**src/rtl/rr_grant_arbiter.sv**
```systemverilog
// Round-robin arbiter with a zero-latency (Mealy) grant, one turnaround cycle
// per hand-over and a hold counter that preempts owners after MAX_HOLD cycles.
module rr_grant_arbiter #(
  parameter int NUM_REQ  = 4,
  parameter int MAX_HOLD = 8,
  parameter int ID_W     = $clog2(NUM_REQ)
) (
  input  logic               clock,
  input  logic               reset,
  input  logic [NUM_REQ-1:0] req,
  output logic [NUM_REQ-1:0] grant,
  output logic [ID_W-1:0]    grant_id,
  output logic               busy,
  output logic               preempt
);
  localparam int CNT_W = $clog2(MAX_HOLD + 1);

  typedef enum logic {IDLE, OWNED} state_t;

  state_t            state, state_nx;
  logic [ID_W-1:0]   ptr, ptr_nx, owner, owner_nx, owner_inc;
  logic [CNT_W-1:0]  hold_cnt, cnt_nx;
  logic [ID_W-1:0]   win_id, gid;
  logic              win_vld, gnt_en, pre;

  // Rotating scan from ptr; the first requester found wins, 0 if none.
  always_comb begin
    int idx;
    win_vld = 1'b0;
    win_id  = '0;
    idx     = 0;
    for (int k = 0; k < NUM_REQ; k++) begin
      idx = int'(ptr) + k;
      if (idx >= NUM_REQ) idx = idx - NUM_REQ;
      if (!win_vld && req[idx]) begin
        win_vld = 1'b1;
        win_id  = ID_W'(idx);
      end
    end
  end

  assign owner_inc = (owner == ID_W'(NUM_REQ - 1)) ? '0 : owner + 1'b1;

  always_comb begin
    state_nx = state;
    ptr_nx   = ptr;
    owner_nx = owner;
    cnt_nx   = hold_cnt;
    gnt_en   = 1'b0;
    gid      = '0;
    pre      = 1'b0;
    case (state)
      IDLE: begin
        if (win_vld) begin
          gnt_en   = 1'b1;
          gid      = win_id;
          state_nx = OWNED;
          owner_nx = win_id;
          cnt_nx   = CNT_W'(1);
        end
      end
      OWNED: begin
        // Release and preempt share the hand-over path; only the flag differs.
        if (!req[owner] || hold_cnt == CNT_W'(MAX_HOLD)) begin
          pre      = req[owner];
          state_nx = IDLE;
          ptr_nx   = owner_inc;
          cnt_nx   = '0;
        end else begin
          gnt_en = 1'b1;
          gid    = owner;
          cnt_nx = hold_cnt + 1'b1;
        end
      end
      default: state_nx = IDLE;
    endcase
    if (reset) begin
      gnt_en = 1'b0;
      gid    = '0;
      pre    = 1'b0;
    end
  end

  always_ff @(posedge clock) begin
    if (reset) begin
      state    <= IDLE;
      ptr      <= '0;
      owner    <= '0;
      hold_cnt <= '0;
    end else begin
      state    <= state_nx;
      ptr      <= ptr_nx;
      owner    <= owner_nx;
      hold_cnt <= cnt_nx;
    end
  end

  for (genvar i = 0; i < NUM_REQ; i++) begin : g_lane
    assign grant[i] = gnt_en && (gid == ID_W'(i));
  end

  assign grant_id = gid;
  assign busy     = (state == OWNED);
  assign preempt  = pre;
endmodule

```
**config.mk**
```make
export PLATFORM = sky130hd
export DESIGN_NAME = rr_grant_arbiter
export DESIGN_NICKNAME = d
export VERILOG_FILES = /design/src/rtl/rr_grant_arbiter.sv
export SDC_FILE = /design/constraint.sdc
export NUM_CORES = 1
export LEC_CHECK = 0
export CAP_MARGIN = 20
export CORE_UTILIZATION = 25
export CTS_CLUSTER_DIAMETER = 120
export DETAILED_ROUTE_END_ITERATION = 12
export SLEW_MARGIN = 20
export SYNTH_ARGS = -nofsm -noshare
export SYNTH_HDL_FRONTEND = slang
export SYNTH_SLANG_ARGS = --single-unit
export TNS_END_PERCENT = 5
```
**constraint.sdc**
```tcl
create_clock -name clock -period 2.6 [get_ports clock]
set_input_delay 0.52 -clock clock [delete_from_list [all_inputs] [get_ports clock]]
set_output_delay 0.52 -clock clock [all_outputs]
set_load 0.03 [all_outputs]
```
==> qor.txt, run 1 <==
status: finished, final reports clean
Die Height: 55.6 um
WL per Instance: 14.0 um
sequential standard cell area: 181 um^2
vias per cell: 5.33
dpl cells: 141
register area share after synthesis: 25.1%
Slew HR: 72.6%
distinct cell type count after synthesis: 41
Horiz. Die Dim: 55.6 um
post-DP HPWL: 1430 um
Congestion Overflow GR: 0
clock sink count: 9
most area-consuming cells after synthesis: dfxtp_1 (25%), mux2i_1 (7.0%), nor2_1 (5.7%)
synth warn: 0
final antenna-violating net count: 0
area leader, netlist: dfxtp_1
worst-margin pin slew: 0.409 ns
crit path kind: register to output pin
Reg2Reg Setup Slack: 0.89 ns
maximum vdd drop: 0.294 mV
Tot GR Track Use: 13.8%
clock skew: 0.0114 ns
largest net degree at the start of global routing: 16
asr flop ratio synth: 0%
area grow syn2layout: 43.9%
synthesized area: 718 um^2
Num CTS Buffers: 3
Lkg Pwr: 0.423 nW
fin nets: 125
routability cong.: 0.835
antenna violations before repair: 0
syn nets: 94
final wirelength: 2040 um
setup ws final: 0.0236 ns
clk_lat worst skew: 0.27 ns
synthesized instance count: 85
max-slew violations: 0
Final setup viols: 0
hold-fix buffers at CTS: 0
average cell area after synthesis: 8.45 um^2
FILL cells: 277
Initial DRC Count: 18
htree depth: 1
most common cell after layout, fill and taps aside: buf_4
RSZ-0062 raised after global routing: true
top_reg_cell synth: dfxtp_1
Initial Util: 26.3%
pre-CTS setup slack: -0.439 ns
Fin Setup TNS: 0 ns
Fin. Hold Viols: 0
CP Launch Type: register
most frequent cells in the layout: buf_4 (18), nor2_1 (11), dfxtp_1 (8)
Core Area: 0.00273 mm^2
final core utilization: 37.8%
first-pass GRT wire length: 3290 um
Tcrit/Tclk final: 99.1%
TritonCTS clock tree: built
fmax: 388 MHz
Tightest Hold Check Type: register to register
Post-synth EDFFs: 0
worst-case clock buffer depth: 2
Max-Cap Viols: 0
DRC viols: 0
element type at the critical path end: output pin
die area: 0.00309 mm^2
ANT cells: 0
share of cells above drive strength 1: 42.6%
Synth top area share: 25.1%
Worst Path Max Fanout: 3
Tmin final: 2.58 ns
CTS root buf: clkbuf_4
Ports: 14
Vias: 778
Worst-path clk slew: 0.07 ns
cell row count: 19
IO buf count: 13
vias in the first global route: 722
Crit path required time: 2.08 ns
Worst Path Arrival: 2.06 ns
Finished Layout Cells: 146
pwr/cell area: 423 mW/mm^2
first drt pass iteration count: 4
FF+latch count, synth: 9
Multi-input gate area: 559 um^2
## power by group
part	switching (mW)	leakage, nW	internal (mW)
clock network	0.0560	0.0150	0.0593
logic	0.0823	0.334	0.0764
registers	0.0163	0.0739	0.147
total	0.155	0.423	0.283
## what timing repair did
item                                    4_1_cts  5_1_grt
gates resized for setup                      11       14
cloned                                        0        0
endpoints found under the setup margin        7        5
pin swaps                                     2        4
buffers inserted                              1        0
## metal layers
metal	part of all wire, %	routed length, um	GRT usage (%)
met1	45	927	16.9
met2	47	968	21.9
met3	5.5	113	4.42
met4	1.5	31	6.79
met5	0	0	0
## logic make-up after synthesis
family | synth area share (%)
compound gates | 22.3
fa+ha+maj | 5.23
buf+inv | 3.13
flops | 25.1
mux | 10.1
simple gates | 34.1
## state kept, by name, indices dropped and copies added, names as in the netlist
signal and cells:
busy 1, owner 2, hold_cnt 4, ptr 2
## worst max-delay path: stages (launching register included)
cell     delay, ns
dfxtp_2       0.35
inv_1         0.07
ha_1          0.21
and3b_2       0.24
o31ai_2       0.29
o31ai_2       0.17
nor4b_4       0.26
buf_4         0.19
## area by class of cell
class                           instances  area share [%]
Tap cell                               31            3.75
Sequential cell                         9            17.6
Timing Repair Buffer                   27            20.2
Inverter                                5            1.82
Multi-Input combinational cell         70            54.1
Clock buffer                            4            2.54
## cell usage after synthesis (all sizes together) (2+ instances only)
cell type and n:
nor2 12, dfxtp 9, a21oi 7, inv 5
mux2i 5, nand2b 4, o21ai 4, ha 3
nand4 3, or2 3, a21o 2, a32oi 2
and2 2, nand2 2, nand3 2, nor3 2
nor4 2, nor4b 2, o31ai 2
## per-stage QoR
step | power (mW) | hold WS, ns | area, um^2
after floorplan | 0.250 | 0.471 | 724
after global placement | 0.311 | 0.497 | 975
after detailed placement | 0.312 | 0.499 | 975
after CTS | 0.429 | 0.511 | 1010
after global routing | 0.466 | 0.529 | 1030
final | 0.437 | 0.506 | 1030
## path summary, 6_finish.rpt
kind	from	to	cells past startpoint
min reg2reg	hold_cnt[2]	hold_cnt[2]	2
min	hold_cnt[2]	hold_cnt[2]	2
max	hold_cnt[0]	grant[0]	7
max reg2reg	owner[0]	ptr[0]	4
No activity file was read; power rests on OpenSTA's default activity.
==> run 2: changes to the inputs <==
--- a/config.mk
+++ b/config.mk
@@ -8,7 +8,9 @@
 export CAP_MARGIN = 20
 export CORE_UTILIZATION = 25
 export CTS_CLUSTER_DIAMETER = 120
+export CTS_CLUSTER_SIZE = 30
 export DETAILED_ROUTE_END_ITERATION = 12
+export MAX_ROUTING_LAYER = met4
 export SLEW_MARGIN = 20
 export SYNTH_ARGS = -nofsm -noshare
 export SYNTH_HDL_FRONTEND = slang
==> run 2 against run 1 <==
Effect of this change:
- final cell count did not move
- design area rose by 3.0%
- clock-buffer cell count did not move
- sequential power barely moved
- fmax rose by 1.9%
- clock power barely moved
- critical endpoint is now grant[1]
- sequential cell count did not move
- non-clock buffer count did not move
- sequential share of layout area fell by 0.16 points
- register-to-register slack got worse by 0.03 ns
- die area did not move
- critical path type is now input port to output pin
==> qor.txt, run 2 (synthesis gave the netlist of run 1 again) <==
most flop-heavy register: hold_cnt
area grow syn2layout: 48.3%
first-pass GRT wire length: 3570 um (+8.4%)
cell row count: 19 (unchanged)
final antenna-violating net count: 0 (unchanged)
RSZ-0062 raised after global routing: true
fin nets: 125 (unchanged)
final core utilization: 38.9% (+1.1 points)
Tot GR Track Use: 15.2% (+1.4 points)
Tmin final: 2.53 ns (-0.0482 ns)
Worst Path Max Fanout: 4 (+1)
Tightest Hold Check Type: register to register
status: finished, final reports clean
clock sink count: 9 (unchanged)
Vias: 777 (-0.13%)
element type at the critical path end: output pin
htree depth: 1 (unchanged)
max-slew violations: 0 (unchanged)
Die Height: 55.6 um (unchanged)
Pwr Total: 0.447 mW (+2.1%)
Finished Layout Cells: 146 (unchanged)
worst-case clock buffer depth: 2 (unchanged)
Worst Path Arrival: 2.01 ns (-0.05 ns)
WL per Instance: 14.3 um (+2.3%)
max FFs per register: 4 (unchanged)
registers with the most flip-flops: hold_cnt x4, owner x2, ptr x2
Cell Area, Placed: 975 um^2 (unchanged)
CP Launch Type: input port
clock skew: 0.00360 ns (-0.00775 ns)
Fin. Hold Viols: 0 (unchanged)
TritonCTS clock tree: built
Initial DRC Count: 6 (-12)
CTS root buf: clkbuf_4
sequential standard cell area: 185 um^2 (+2.1%)
die area: 0.00309 mm^2 (unchanged)
Max-Cap Viols: 0 (unchanged)
Core Area: 0.00273 mm^2 (unchanged)
share of cells above drive strength 1: 44.3% (+1.7 points)
clk_lat worst skew: 0.27 ns (about the same)
vias per cell: 5.32 (-0.13%)
Final setup viols: 0 (unchanged)
Initial Util: 26.3% (unchanged)
final wirelength: 2090 um (+2.3%)
DRC viols: 0 (unchanged)
worst-margin pin slew: 0.378 ns (-0.0312 ns)
crit path kind: input port to output pin
IO buf count: 13 (unchanged)
post-DP HPWL: 1480 um (+3.2%)
most common cell after layout, fill and taps aside: buf_4
dpl cells: 141 (unchanged)
most frequent cells in the layout: buf_4 (16), nor2_1 (11), a21oi_1 (6)
first drt pass iteration count: 4 (unchanged)
Fin Setup TNS: 0 ns (unchanged)
Slew HR: 74.6% (+2.1 points)
antenna violations before repair: 0 (unchanged)
Ports: 14 (unchanged)
FILL cells: 268 (-3.2%)
post-route cell area: 0.00106 mm^2 (+3.0%)
Multi-input gate area: 579 um^2 (+3.6%)
Worst-path clk slew: 0.07 ns (about the same)
Num CTS Buffers: 3 (unchanged)
vias in the first global route: 769 (+6.5%)
pwr/cell area: 419 mW/mm^2 (-0.86%)
ANT cells: 0 (unchanged)
fmax: 396 MHz (+1.9%)
Horiz. Die Dim: 55.6 um (unchanged)
Crit path required time: 2.08 ns (about the same)
hold-fix buffers at CTS: 0 (unchanged)
largest net degree at the start of global routing: 16 (unchanged)
Congestion Overflow GR: 0 (unchanged)
routability cong.: 0.833 (-0.24%)
Tcrit/Tclk final: 97.2% (-1.9 points)
maximum vdd drop: 0.203 mV (-31%)
Lkg Pwr: 0.431 nW (+1.9%)
-- run 2: path summary, 6_finish.rpt --
path               start     endpoint  slack (ns)  depth (start not counted)
max               req[1]     grant[1]        0.07                          8
min          hold_cnt[2]  hold_cnt[2]        0.51                          2
max reg2reg     owner[0]       ptr[0]        0.86                          4
min reg2reg  hold_cnt[2]  hold_cnt[2]        0.51                          2
-- run 2: critical path: stages --
cell and delay (ns):
clkdlybuf4s15_1 0.22, buf_6 0.13, inv_1 0.05, a311o_1 0.30, a32oi_2 0.27, buf_4 0.16
nor4b_4 0.19, buf_6 0.17
-- run 2: layer usage --
layer	global-route usage, %	wire (um)
met5	-	0
met4	9.29	63
met3	3.02	78
met2	23.6	1040
met1	18.1	904
-- run 2: layout make-up --
class	count	share of cell area, %
clock buffers	4	2.47
repair buffers	27	20.3
multi-input cells	70	54.4
flip-flops and latches	9	17.4
inverters	5	1.76
well taps	31	3.64
-- run 2: through the flow --
step | hold slack, ns | worst slack [ns]
global placement | 0.495 | -0.427
CTS | 0.505 | 0.00772
floorplan | 0.471 | 0.154
detailed placement | 0.493 | -0.441
global route | 0.560 | -0.0362
finish | 0.506 | 0.0718
-- run 2: report_power, final --
part | total (mW) | leakage [nW] | internal [mW] | switching [mW]
Sequential | 0.164 | 0.0750 | 0.148 | 0.0168
Clock | 0.116 | 0.0150 | 0.0594 | 0.0561
Combinational | 0.167 | 0.341 | 0.0814 | 0.0853
-- run 2: what timing repair did --
action / CTS / global route
buffers inserted: 1 / 0
gates resized for setup: 12 / 20
hold endpoints to repair: 0 / 0
endpoints found under the setup margin: 7 / 5
pin swaps: 2 / 2
